### src/rtl/spi_slave_rx.sv
// spi_slave_rx: oversampled SPI slave that strobes out each MOSI bit, assembles words and replies on MISO
module spi_slave_rx #(
  parameter int WIDTH    = 8,
  parameter int SPI_MODE = 0
) (
  input  logic             i_Clk,
  input  logic             RESET_N,
  input  logic             i_SPI_Clk,
  input  logic             i_SPI_MOSI,
  input  logic             i_SPI_CS_n,
  output logic             o_SPI_MISO,
  input  logic [WIDTH-1:0] i_TX_Byte,
  output logic             o_Bit,
  output logic             o_Bit_DV,
  output logic [WIDTH-1:0] o_RX_Byte,
  output logic             o_RX_DV,
  output logic             o_Busy,
  output logic             o_Frame_Err
);
  localparam logic CPOL = ((SPI_MODE >> 1) & 1) != 0;
  localparam logic CPHA = (SPI_MODE & 1) != 0;
  localparam int   CW   = $clog2(WIDTH);
  typedef enum logic [1:0] {WAIT_HIGH, IDLE, ACTIVE} state_t;
  state_t state_q, state_d;
  logic [2:0] sck_q, mosi_q, cs_q;
  logic [1:0] flush_q, flush_d;
  logic [CW-1:0] cnt_q, cnt_d;
  logic [WIDTH-1:0] rx_q, rx_d, tx_q, tx_d, rx_byte_q, rx_byte_d;
  logic miso_q, miso_d, bit_q, bit_d, bit_dv_q, bit_dv_d, rx_dv_q, rx_dv_d, ferr_q, ferr_d;
  logic sck_rise, sck_fall, sample_edge, shift_edge, cs_fall, cs_rise, last;
  assign sck_rise    = sck_q[1] & ~sck_q[2];
  assign sck_fall    = ~sck_q[1] & sck_q[2];
  assign sample_edge = (CPOL == CPHA) ? sck_rise : sck_fall;
  assign shift_edge  = (CPOL == CPHA) ? sck_fall : sck_rise;
  assign cs_fall     = cs_q[2] & ~cs_q[1];
  assign cs_rise     = ~cs_q[2] & cs_q[1];
  assign last        = cnt_q == CW'(WIDTH - 1);
  // The sync chain resets to "CS high", so WAIT_HIGH first flushes it to see the real pin level.
  always_comb begin
    state_d   = state_q;
    flush_d   = flush_q;
    cnt_d     = cnt_q;
    rx_d      = rx_q;
    tx_d      = tx_q;
    miso_d    = miso_q;
    bit_d     = bit_q;
    bit_dv_d  = 1'b0;
    rx_byte_d = rx_byte_q;
    rx_dv_d   = 1'b0;
    ferr_d    = 1'b0;
    unique case (state_q)
      WAIT_HIGH: begin
        flush_d = (flush_q == 2'd2) ? flush_q : flush_q + 2'd1;
        state_d = (flush_q == 2'd2 && cs_q[1]) ? IDLE : WAIT_HIGH;
      end
      IDLE: begin
        if (cs_fall) begin
          state_d = ACTIVE;
          cnt_d   = '0;
          tx_d    = i_TX_Byte;
          miso_d  = 1'b0;
        end
      end
      ACTIVE: begin
        if (cs_rise) begin
          state_d = IDLE;
          ferr_d  = cnt_q != '0;
        end else if (sample_edge) begin
          bit_d    = mosi_q[1];
          bit_dv_d = 1'b1;
          rx_d     = {rx_q[WIDTH-2:0], mosi_q[1]};
          cnt_d    = last ? '0 : cnt_q + CW'(1);
          if (last) begin
            rx_byte_d = rx_d;
            rx_dv_d   = 1'b1;
            tx_d      = i_TX_Byte;
          end
        end else if (shift_edge && (CPHA || cnt_q != '0)) begin
          // With CPHA=0 the idle-going edge right after a word boundary must keep the fresh MSB.
          miso_d = tx_q[WIDTH-1];
          tx_d   = {tx_q[WIDTH-2:0], 1'b0};
        end
      end
      default: state_d = WAIT_HIGH;
    endcase
  end
  always_ff @(posedge i_Clk) begin
    if (!RESET_N) begin
      sck_q     <= {3{CPOL}};
      mosi_q    <= '0;
      cs_q      <= '1;
      state_q   <= WAIT_HIGH;
      flush_q   <= '0;
      cnt_q     <= '0;
      rx_q      <= '0;
      tx_q      <= '0;
      miso_q    <= 1'b0;
      bit_q     <= 1'b0;
      bit_dv_q  <= 1'b0;
      rx_byte_q <= '0;
      rx_dv_q   <= 1'b0;
      ferr_q    <= 1'b0;
    end else begin
      sck_q     <= {sck_q[1:0], i_SPI_Clk};
      mosi_q    <= {mosi_q[1:0], i_SPI_MOSI};
      cs_q      <= {cs_q[1:0], i_SPI_CS_n};
      state_q   <= state_d;
      flush_q   <= flush_d;
      cnt_q     <= cnt_d;
      rx_q      <= rx_d;
      tx_q      <= tx_d;
      miso_q    <= miso_d;
      bit_q     <= bit_d;
      bit_dv_q  <= bit_dv_d;
      rx_byte_q <= rx_byte_d;
      rx_dv_q   <= rx_dv_d;
      ferr_q    <= ferr_d;
    end
  end
  assign o_SPI_MISO  = (state_q == ACTIVE) && (CPHA ? miso_q : tx_q[WIDTH-1]);
  assign o_Busy      = state_q == ACTIVE;
  assign o_Bit       = bit_q;
  assign o_Bit_DV    = bit_dv_q;
  assign o_RX_Byte   = rx_byte_q;
  assign o_RX_DV     = rx_dv_q;
  assign o_Frame_Err = ferr_q;
endmodule

### config.mk
export PLATFORM = sky130hd
export DESIGN_NAME = spi_slave_rx
export DESIGN_NICKNAME = d
export VERILOG_FILES = /design/src/rtl/spi_slave_rx.sv
export SDC_FILE = /design/constraint.sdc
export NUM_CORES = 1
export LEC_CHECK = 0
export CAP_MARGIN = 5
export CORE_MARGIN = 10
export CORE_UTILIZATION = 55
export DETAILED_ROUTE_END_ITERATION = 8
export DONT_BUFFER_PORTS = 1
export HOLD_SLACK_MARGIN = 0.05
export PLACE_DENSITY = 0.73
export SYNTH_ARGS = -nofsm -noshare
export SYNTH_HDL_FRONTEND = slang
export SYNTH_SLANG_ARGS = --single-unit
### constraint.sdc
create_clock -name i_Clk -period 1.7 [get_ports i_Clk]
set_input_delay 0.34 -clock i_Clk [delete_from_list [all_inputs] [get_ports i_Clk]]
set_output_delay 0.34 -clock i_Clk [all_outputs]
set_load 0.02 [all_outputs]
# After elaboration in Yosys (flattened, before gate mapping)
# Cells that the tools add are included.
[classes] n_eq_ne=10 reduce_logical=15 addsub=2 muxes=17 bitwise=13
[ops] operator="8-bit 2-to-1 mux" count=5
[ops] operator="8-bit case mux with 2 select lines" count=1
[ops] operator="3-bit 2-to-1 mux" count=4
[ops] operator="1-bit NOT" count=9
[ops] operator="4-bit AND reduction" count=2
[ops] operator="2-bit case mux with 3 select lines" count=1
[ops] operator="3-bit case mux with 2 select lines" count=1
[ops] operator="3-bit AND reduction" count=2
[ops] operator="5-bit AND reduction" count=1
[ops] operator="1-bit AND" count=4
[ops] operator="2-bit equality test (second input constant)" count=2
[ops] operator="2-bit 2-to-1 mux" count=2
[ops] operator="2-bit by 1-bit != test with 1-bit output (second input constant)" count=2
[ops] operator="2-bit != test (second input constant)" count=2
[ops] operator="2-bit AND reduction" count=2
[ops] operator="4-bit OR reduction" count=1
[ops] operator="3-bit by 1-bit adder with 3-bit output (second input constant)" count=1
[ops] operator="3-bit equality test (second input constant)" count=1
[ops] operator="1-bit logical AND" count=3
[ops] operator="1-bit 2-to-1 mux" count=3
[ops] operator="3-bit by 1-bit != test with 1-bit output (second input constant)" count=1
[ops] operator="3-bit by 2-bit != test with 1-bit output (second input constant)" count=1
[ops] operator="3-bit nonzero test" count=1
[ops] operator="3-bit OR reduction" count=1
[ops] operator="other kinds (4)" count=4
[word_totals] ff_bits=42 out_inout_bits=14 word_cells=70 in_bits=13

# Longest topological paths before layout
# Gate-level depths: netlist of run 1.
[logic_depth] depth_word=7 mapped_depth=7 mapped_depth_nobuf=6

# Worst setup path before layout of run 1
# OpenSTA, ideal clock, no wires.
[synth_path] kind="reg2reg" start="register cnt_q[0]" end="register tx_q[0]" t_arrival_ps=1479 synth_period_minus_slack_ps=1600 path_slack_ps=100 path_stages_with_launch=8 path_cell_list="dfxtp_1 -> inv_1 -> ha_1 -> nand2b_1 -> nand3b_1 -> a311o_1 -> buf_6 -> mux2_4"
[synth_via] elab_chain_cells=4
[synth_rtl] item="start: declaration" line_no="27" text="logic [CW-1:0] cnt_q, cnt_d;"
[synth_rtl] item="start signal: assignment" line_no="109" text="cnt_q <= cnt_d;"
[synth_rtl] item="3-bit nonzero test" line_no="78" text="end else if (shift_edge && (CPHA || cnt_q != '0)) begin"
[synth_rtl] item="1-bit logical AND" line_no="78"
[synth_rtl] item="3-bit by 1-bit != test with 1-bit output (no source line)"
[synth_rtl] item="5-bit AND reduction (no source line) (*)"
[synth_rtl] item="end signal: assignment" line_no="111" text="tx_q <= tx_d;"
[synth_rtl] item="end: declaration" line_no="28" text="logic [WIDTH-1:0] rx_q, rx_d, tx_q, tx_d, rx_byte_q, rx_byte_d;"
# Every way passes the cells marked *; elsewhere a longest branch is shown, timed or not.
# A chain may end at the register's enable or synchronous reset.

# Worst setup path after layout of run 1
[layout_path] start="register state_q[0]" end="output port o_SPI_MISO"
[layout_via] elab_chain_cells=2
[layout_rtl] item="start: declaration" line_no="24" text="state_t state_q, state_d;"
[layout_rtl] item="start signal: assignment" line_no="107" text="state_q <= state_d;"
[layout_rtl] item="2-bit equality test" line_no="120" text="assign o_SPI_MISO = (state_q == ACTIVE) && (CPHA ? miso_q : tx_q[WIDTH-1]);"
[layout_rtl] item="1-bit logical AND" line_no="120"
[layout_rtl] item="end: declaration" line_no="11" text="output logic o_SPI_MISO,"
# Every way passes these cells.

==> flow_summary.json, run 1 <==
{
  "outcome": "finished, final reports clean",
  "setup_viol": 0,
  "powerDensity_nw_per_um2": 1030,
  "place_area_sq_um": 1760,
  "synthTopCellsByCount": "41 x dfxtp_1, 36 x nand2_1, 23 x a21boi_0",
  "yosysTopAreaCellShare_pct": 47.2,
  "syn_area_sq_um": 1740,
  "route.top_layer_used": "met4",
  "max_freq_ghz": 0.613,
  "maxCapViolations": 0,
  "grt_pass1_wl_microns": 5600,
  "pwr-share-seq_pct": 51.8,
  "p_leak_nw": 0.792,
  "cts_sinks": 41,
  "die_y_microns": 76.2,
  "grt_overflow_total": 0,
  "seq_area_frac_synth_pct": 47.2,
  "synth_most_common_cell": "dfxtp_1",
  "cp-start-kind": "flop",
  "worst_slew_pin_slew_ns": 0.427,
  "wl_met2_microns": 1720,
  "fin_crit_ns": 1.63,
  "clock-root-buffer": "clkbuf_4",
  "pin_count": 27,
  "vias": 1269,
  "clkPwrFrac_pct": 38.9,
  "critical_path_class": "reg -> out",
  "syn_avg_cell_area_sq_um": 9.05,
  "wl_met1_microns": 1460,
  "antenna_cells": 0,
  "insertion_delay_ns": 0.35,
  "finClkSkew_ns": 0.0191,
  "h-tree-depth": 2,
  "cts_tree": "built",
  "cts_buffers": 5,
  "yosys_warnings": 0,
  "hold-path-cell-count": 1,
  "initial_core_util_pct": 57.4,
  "core_sq_um": 3030,
  "drc": 0,
  "wirelength_microns": 3380,
  "cts.reportedPaths.clkPinSlew_ns": 0.13,
  "synthCells": 192,
  "place.gp.congestion": 0.773,
  "antenna_found_initial": 0,
  "grt_max_degree": 48,
  "post-place-cells": 228,
  "worstRegToRegCells": 6,
  "fin_area_sq_um": 1920,
  "synthTopCellsByArea": "dfxtp_1 47%, a21boi_0 9.9%, nand2_1 7.8%",
  "ys_types": 30,
  "wl_met3_microns": 180,
  "cts_buffer_depth": 2,
  "area_growth_pct": 10.4,
  "yosysTopAreaCell": "dfxtp_1",
  "firstDrtPassIters": 4,
  "layout-drive-gt1-share_pct": 11.3,
  "synth_edf_count": 0,
  "p_sw_share_pct": 21.2,
  "slew_violations": 0,
  "ir_drop_mv": 0.775,
  "tns_ns": 0,
  "dp.final_hpwl_microns": 2290,
  "path_max_fanout": 12,
  "synth_top_flop_cell": "dfxtp_1",
  "grt_setup_unrepaired": "yes",
  "hold_viol_final": 0,
  "gr-usage-all-layers_pct": 11.4,
  "fin_nets": 211,
  "ant_nets": 0,
  "post_drt_wl_per_cell_microns": 14.1,
  "cp.arrival_ns": 1.29,
  "portBuffers": 0,
  "ys_async_sr_fraction_pct": 0,
  "die_w_microns": 76.2,
  "finalPower_mw": 1.98,
  "drtIter0Drc": 58,
  "combPwrFrac_pct": 9.2,
  "relSlewSlack_pct": 71.5,
  "cp-end-kind": "output pin",
  "synth_nets": 209,
  "synth-seq-cells": 41,
  "internal-power_mw": 1.56,
  "num_rows": 20,
  "final_cells": 239,
  "post-route-period-util_pct": 96.0,
  "die_area_sq_um": 5810,
  "hp-class": "in -> reg",
  "crit_required_ns": 1.36,
  "first_global_vias": 1268,
  "power.switching_mw": 0.420,
  "viasPerCell": 5.31
}
-- metal layers --
| layer | global-route usage, % | vias to the layer above |
|---|---|---|
| met2 | 20.0 | 29 |
| met5 | 0 | - |
| met1 | 11.8 | 584 |
| li1 | - | 651 |
| met3 | 4.48 | 5 |
| met4 | 4.83 | 0 |
-- power groups by stage --
stage,Sequential [mW],Combinational [mW],Clock [mW]
3_5_place_dp,1.04,0.171,0
2_1_floorplan,1.04,0.160,0
4_1_cts,1.03,0.182,0.793
6_report,1.03,0.183,0.771
3_3_place_gp,1.04,0.160,0
5_1_grt,1.03,0.203,0.834
-- sequential cells by signal, indices dropped and copies added (netlist names) --
name / flops
o_RX_DV: 1
sck_q: 3
o_Frame_Err: 1
cnt_q: 3
o_Bit_DV: 1
state_q: 2
flush_q: 2
mosi_q: 2
cs_q: 3
o_RX_Byte: 8
rx_q: 7
tx_q: 8
-- critical path, stage by stage (launching register included) --
cell and delay, ns:
dfxtp_2 0.37, nand2b_4 0.15, inv_2 0.07, buf_6 0.16, and2_4 0.19
-- metrics by stage --
stage | worst slack (ns) | hold WS (ns) | util [%]
6_report | 0.0677 | 0.0928 | 63.3
2_1_floorplan | 0.100 | 0.386 | -
4_1_cts | 0.0179 | 0.0744 | 63.0
3_3_place_gp | 0.163 | 0.393 | 58.2
3_5_place_dp | 0.0952 | 0.399 | 58.2
5_1_grt | -0.00485 | 0.0692 | 63.3
-- final timing paths --
path,from,end,slack [ns]
setup reg to reg,cnt_q[0]$_SDFFE_PN0P_,tx_q[0]$_SDFFE_PN0P_,0.08
setup / recovery,state_q[0]$_SDFFE_PN0P_,o_SPI_MISO,0.07
hold / removal,RESET_N,state_q[0]$_SDFFE_PN0P_,0.09
hold reg to reg,cs_q[0]$_SDFF_PN1_,cs_q[1]$_SDFF_PN1_,0.42
-- cells by family (layout without fill, tap and decap cells) --
group | after synthesis | in the layout | synth area share, %
DFF | 41 | 41 | 47.2
buffers and inverters | 17 | 20 | 4.54
adders and majority gates | 4 | 4 | 2.88
AOI/OAI and AO/OA | 40 | 40 | 15.8
muxes | 8 | 8 | 4.90
xor gates and xnor gates | 1 | 1 | 0.504
and+or+nand+nor | 81 | 81 | 24.1
-- cell type report --
type | instances | area (sq um)
clock inverter | 3 | 65.1
inverter | 5 | 18.8
timing repair buffer | 7 | 65.1
fill | 251 | 1110
tap | 44 | 55.1
multi-input combinational | 134 | 853
sequential | 41 | 823
clock buffer | 5 | 37.5
-- cells in the final DEF, fill, tap and decap left out, types with 2 or more instances in the layout --
cell type | Yosys | routed
a21boi_1 | 2 | 2
clkbuf_4 | 0 | 5
a21boi_0 | 23 | 23
nand2b_1 | 7 | 6
nand3_1 | 9 | 9
buf_4 | 1 | 3
ha_1 | 4 | 4
and3_1 | 9 | 9
mux2i_1 | 7 | 7
dlygate4sd3_1 | 0 | 2
nand3b_1 | 3 | 3
nand2_1 | 36 | 36
and2_1 | 10 | 8
buf_6 | 1 | 2
dfxtp_1 | 41 | 39
bufinv_16 | 0 | 2
dfxtp_2 | 0 | 2
a21oi_1 | 4 | 3
o21ai_0 | 8 | 8
nor3_1 | 2 | 2
inv_1 | 4 | 4
-- timing repair --
item	in CTS	in global routing
pin swaps	0	1
setup endpoints to repair	1	15
resized for setup	4	5
hold endpoints to repair	2	0
setup buffers	1	0
hold buffers	2	0
Power figures use the tool's default switching activity.
==> run 2, diff against run 1 <==
Settings changed: CORE_UTILIZATION 55 to 41, PLACE_DENSITY 0.73 to default.
==> run 2 against run 1 <==
  * Core utilization down 17 points
  * Die area up 25%
  * Largest cell class unchanged
  * Flip-flop and latch count unchanged
  * Sequential share of layout area up 0.86 points
  * Hold slack better by 0.029 ns
  * Via count down 1.7%
  * Clock power down 26%
  * Routed wire length down 4.4%
  * Clock-buffer cell count unchanged
  * Critical path depth up 2
  * Fmax up 1.8%
==> flow_summary.json, run 2 (synthesis gave the netlist of run 1 again) <==
{
  "crit_start": "cnt_q[0]$_SDFFE_PN0P_",
  "area_growth_pct": 8.35,
  "antenna_cells": 0,
  "fin_nets": 211,
  "crit_end": "tx_q[7]$_SDFFE_PN0P_",
  "slowest_delay_ns": 0.34,
  "crit_path_cell_trace": "ha_1 -> ha_1 -> nor3_1 -> a311o_1 -> buf_4 -> mux2i_1",
  "setup_slack_ns": 0.0958,
  "worst_slew_pin_slew_ns": 0.371,
  "cp.arrival_ns": 1.82,
  "die_area_sq_um": 7240,
  "pre_cts_ws_ns": 0.0791,
  "finClkSkew_ns": 0.00175,
  "slowest_stage": "dfxtp_2",
  "p_sw_share_pct": 22.7,
  "hold_buffers": 0,
  "die_y_microns": 85.1,
  "gr-usage-all-layers_pct": 9.48,
  "path_max_fanout": 4,
  "insertion_delay_ns": 0.29,
  "critical_path_class": "reg -> reg",
  "whs_ns": 0.122,
  "crit_required_ns": 1.91,
  "drtIter0Drc": 48,
  "outcome": "finished, final reports clean",
  "place.gp.congestion": 0.819,
  "firstDrtPassIters": 4,
  "combPwrFrac_pct": 9.9,
  "cp-start-kind": "flop",
  "final_common_cell": "dfxtp_1",
  "tns_ns": 0,
  "hp-class": "in -> reg",
  "antenna_found_initial": 0,
  "maxCapViolations": 0,
  "cts_buffer_depth": 2,
  "fin_crit_ns": 1.60,
  "clkPwrFrac_pct": 32.3,
  "crit_path_frequent_cell": "ha_1",
  "hp-start": "RESET_N",
  "layout-drive-gt1-share_pct": 10.9,
  "post_drt_wl_per_cell_microns": 13.3,
  "rr_endpoint": "tx_q[7]$_SDFFE_PN0P_",
  "first_global_vias": 1221,
  "ant_nets": 0,
  "max_freq_ghz": 0.623,
  "grt_pass1_wl_microns": 5510,
  "hold_viol_final": 0,
  "core_sq_um": 4060,
  "cts_sinks": 41,
  "post-route-period-util_pct": 94.4,
  "h-tree-depth": 2,
  "relSlewSlack_pct": 75.1,
  "worstRegToRegCells": 6,
  "viasPerCell": 5.14,
  "cp-end-kind": "flop",
  "ir_drop_mv": 0.548,
  "regToRegSetupSlack_ns": 0.1,
  "grt_max_degree": 49,
  "drc": 0,
  "grt_overflow_total": 0,
  "power.switching_mw": 0.403,
  "cts_tree": "built",
  "dp.final_hpwl_microns": 2260,
  "postCtsSetupBuffers": 0,
  "final_cell_mix": "38 x dfxtp_1, 36 x nand2_1, 23 x a21boi_0",
  "cts_buffers": 5,
  "cts.reportedPaths.clkPinSlew_ns": 0.07,
  "clock-root-buffer": "clkbuf_8",
  "internal-power_mw": 1.37,
  "portBuffers": 0,
  "setup_viol": 0,
  "initial_core_util_pct": 42.8,
  "powerDensity_nw_per_um2": 942,
  "grt_setup_unrepaired": "no",
  "wirelength_microns": 3230,
  "num_rows": 23,
  "die_w_microns": 85.1,
  "p_leak_nw": 0.775,
  "pwr-share-seq_pct": 57.8,
  "pin_count": 27,
  "vias": 1248,
  "worstReg2RegStart": "cnt_q[0]$_SDFFE_PN0P_",
  "slew_violations": 0
}
[run 2: cell count changes in the layout (fill, tap and decap cells not counted), sizes merged]
cell	previous run	this run
buf	5	7
bufinv	2	0
dlygate4sd3	2	0
[run 2: per-stage QoR]
stage	std cells	utilization (%)	cell area, sq um	total power, mW
after floorplan	192	-	1740	1.20
after global placement	237	44.2	1790	1.21
after detailed placement	237	44.2	1790	1.22
after CTS	243	46.3	1880	1.80
after global routing	243	46.4	1880	1.87
final	243	46.4	1880	1.77
[run 2: worst min-delay path by stage]
| stage | slack [ns] | depth (start not counted) | end |
|---|---|---|---|
| 3_5_place_dp | 0.40 | 1 | cs_q[1]$_SDFF_PN1_ |
| 4_1_cts | 0.11 | 1 | cs_q[2]$_SDFF_PN1_ |
| 5_1_grt | 0.11 | 1 | cs_q[2]$_SDFF_PN1_ |
| 3_3_place_gp | 0.39 | 1 | cs_q[1]$_SDFF_PN1_ |
| 2_1_floorplan | 0.39 | 1 | cs_q[1]$_SDFF_PN1_ |
| 6_report | 0.12 | 1 | cs_q[2]$_SDFF_PN1_ |
[run 2: worst max-delay path, delay by kind of cell, from the launching register on]
kind | cells | cell delay, ns
fa+ha+maj | 2 | 0.39
compound gates | 1 | 0.21
simple gates | 1 | 0.20
flops | 1 | 0.34
mux | 1 | 0.21
buf+inv | 1 | 0.18
[run 2: area by class of cell]
type                            count  area [sq um]
Fill cell                         402          2170
Inverter                            5          21.3
Tap cell                           50          62.6
Clock buffer                        5          68.8
Timing Repair Buffer                7          52.6
Multi-Input combinational cell    134           848
Clock inverter                      1          5.00
Sequential cell                    41           825
[run 2: routing by layer]
layer	global-route usage, %	wire (microns)	share of wire, %
met3	5.16	204	6.3
met4	4.94	67	2.1
met5	0	0	0
met1	8.94	1410	44
met2	16.2	1550	48
[run 2: power by group through the flow]
stage	clock, mW	sequential (mW)	combinational (mW)
floorplan	0	1.04	0.160
global placement	0	1.04	0.166
detailed placement	0	1.04	0.174
CTS	0.601	1.02	0.178
global route	0.641	1.03	0.199
finish	0.573	1.03	0.176
[run 2: timing repair]
| item | 4_1_cts | 5_1_grt |
|---|---|---|
| resized for setup | 4 | 3 |
| endpoints found under the setup margin | 1 | 9 |
| endpoints found under the hold margin | 0 | 0 |
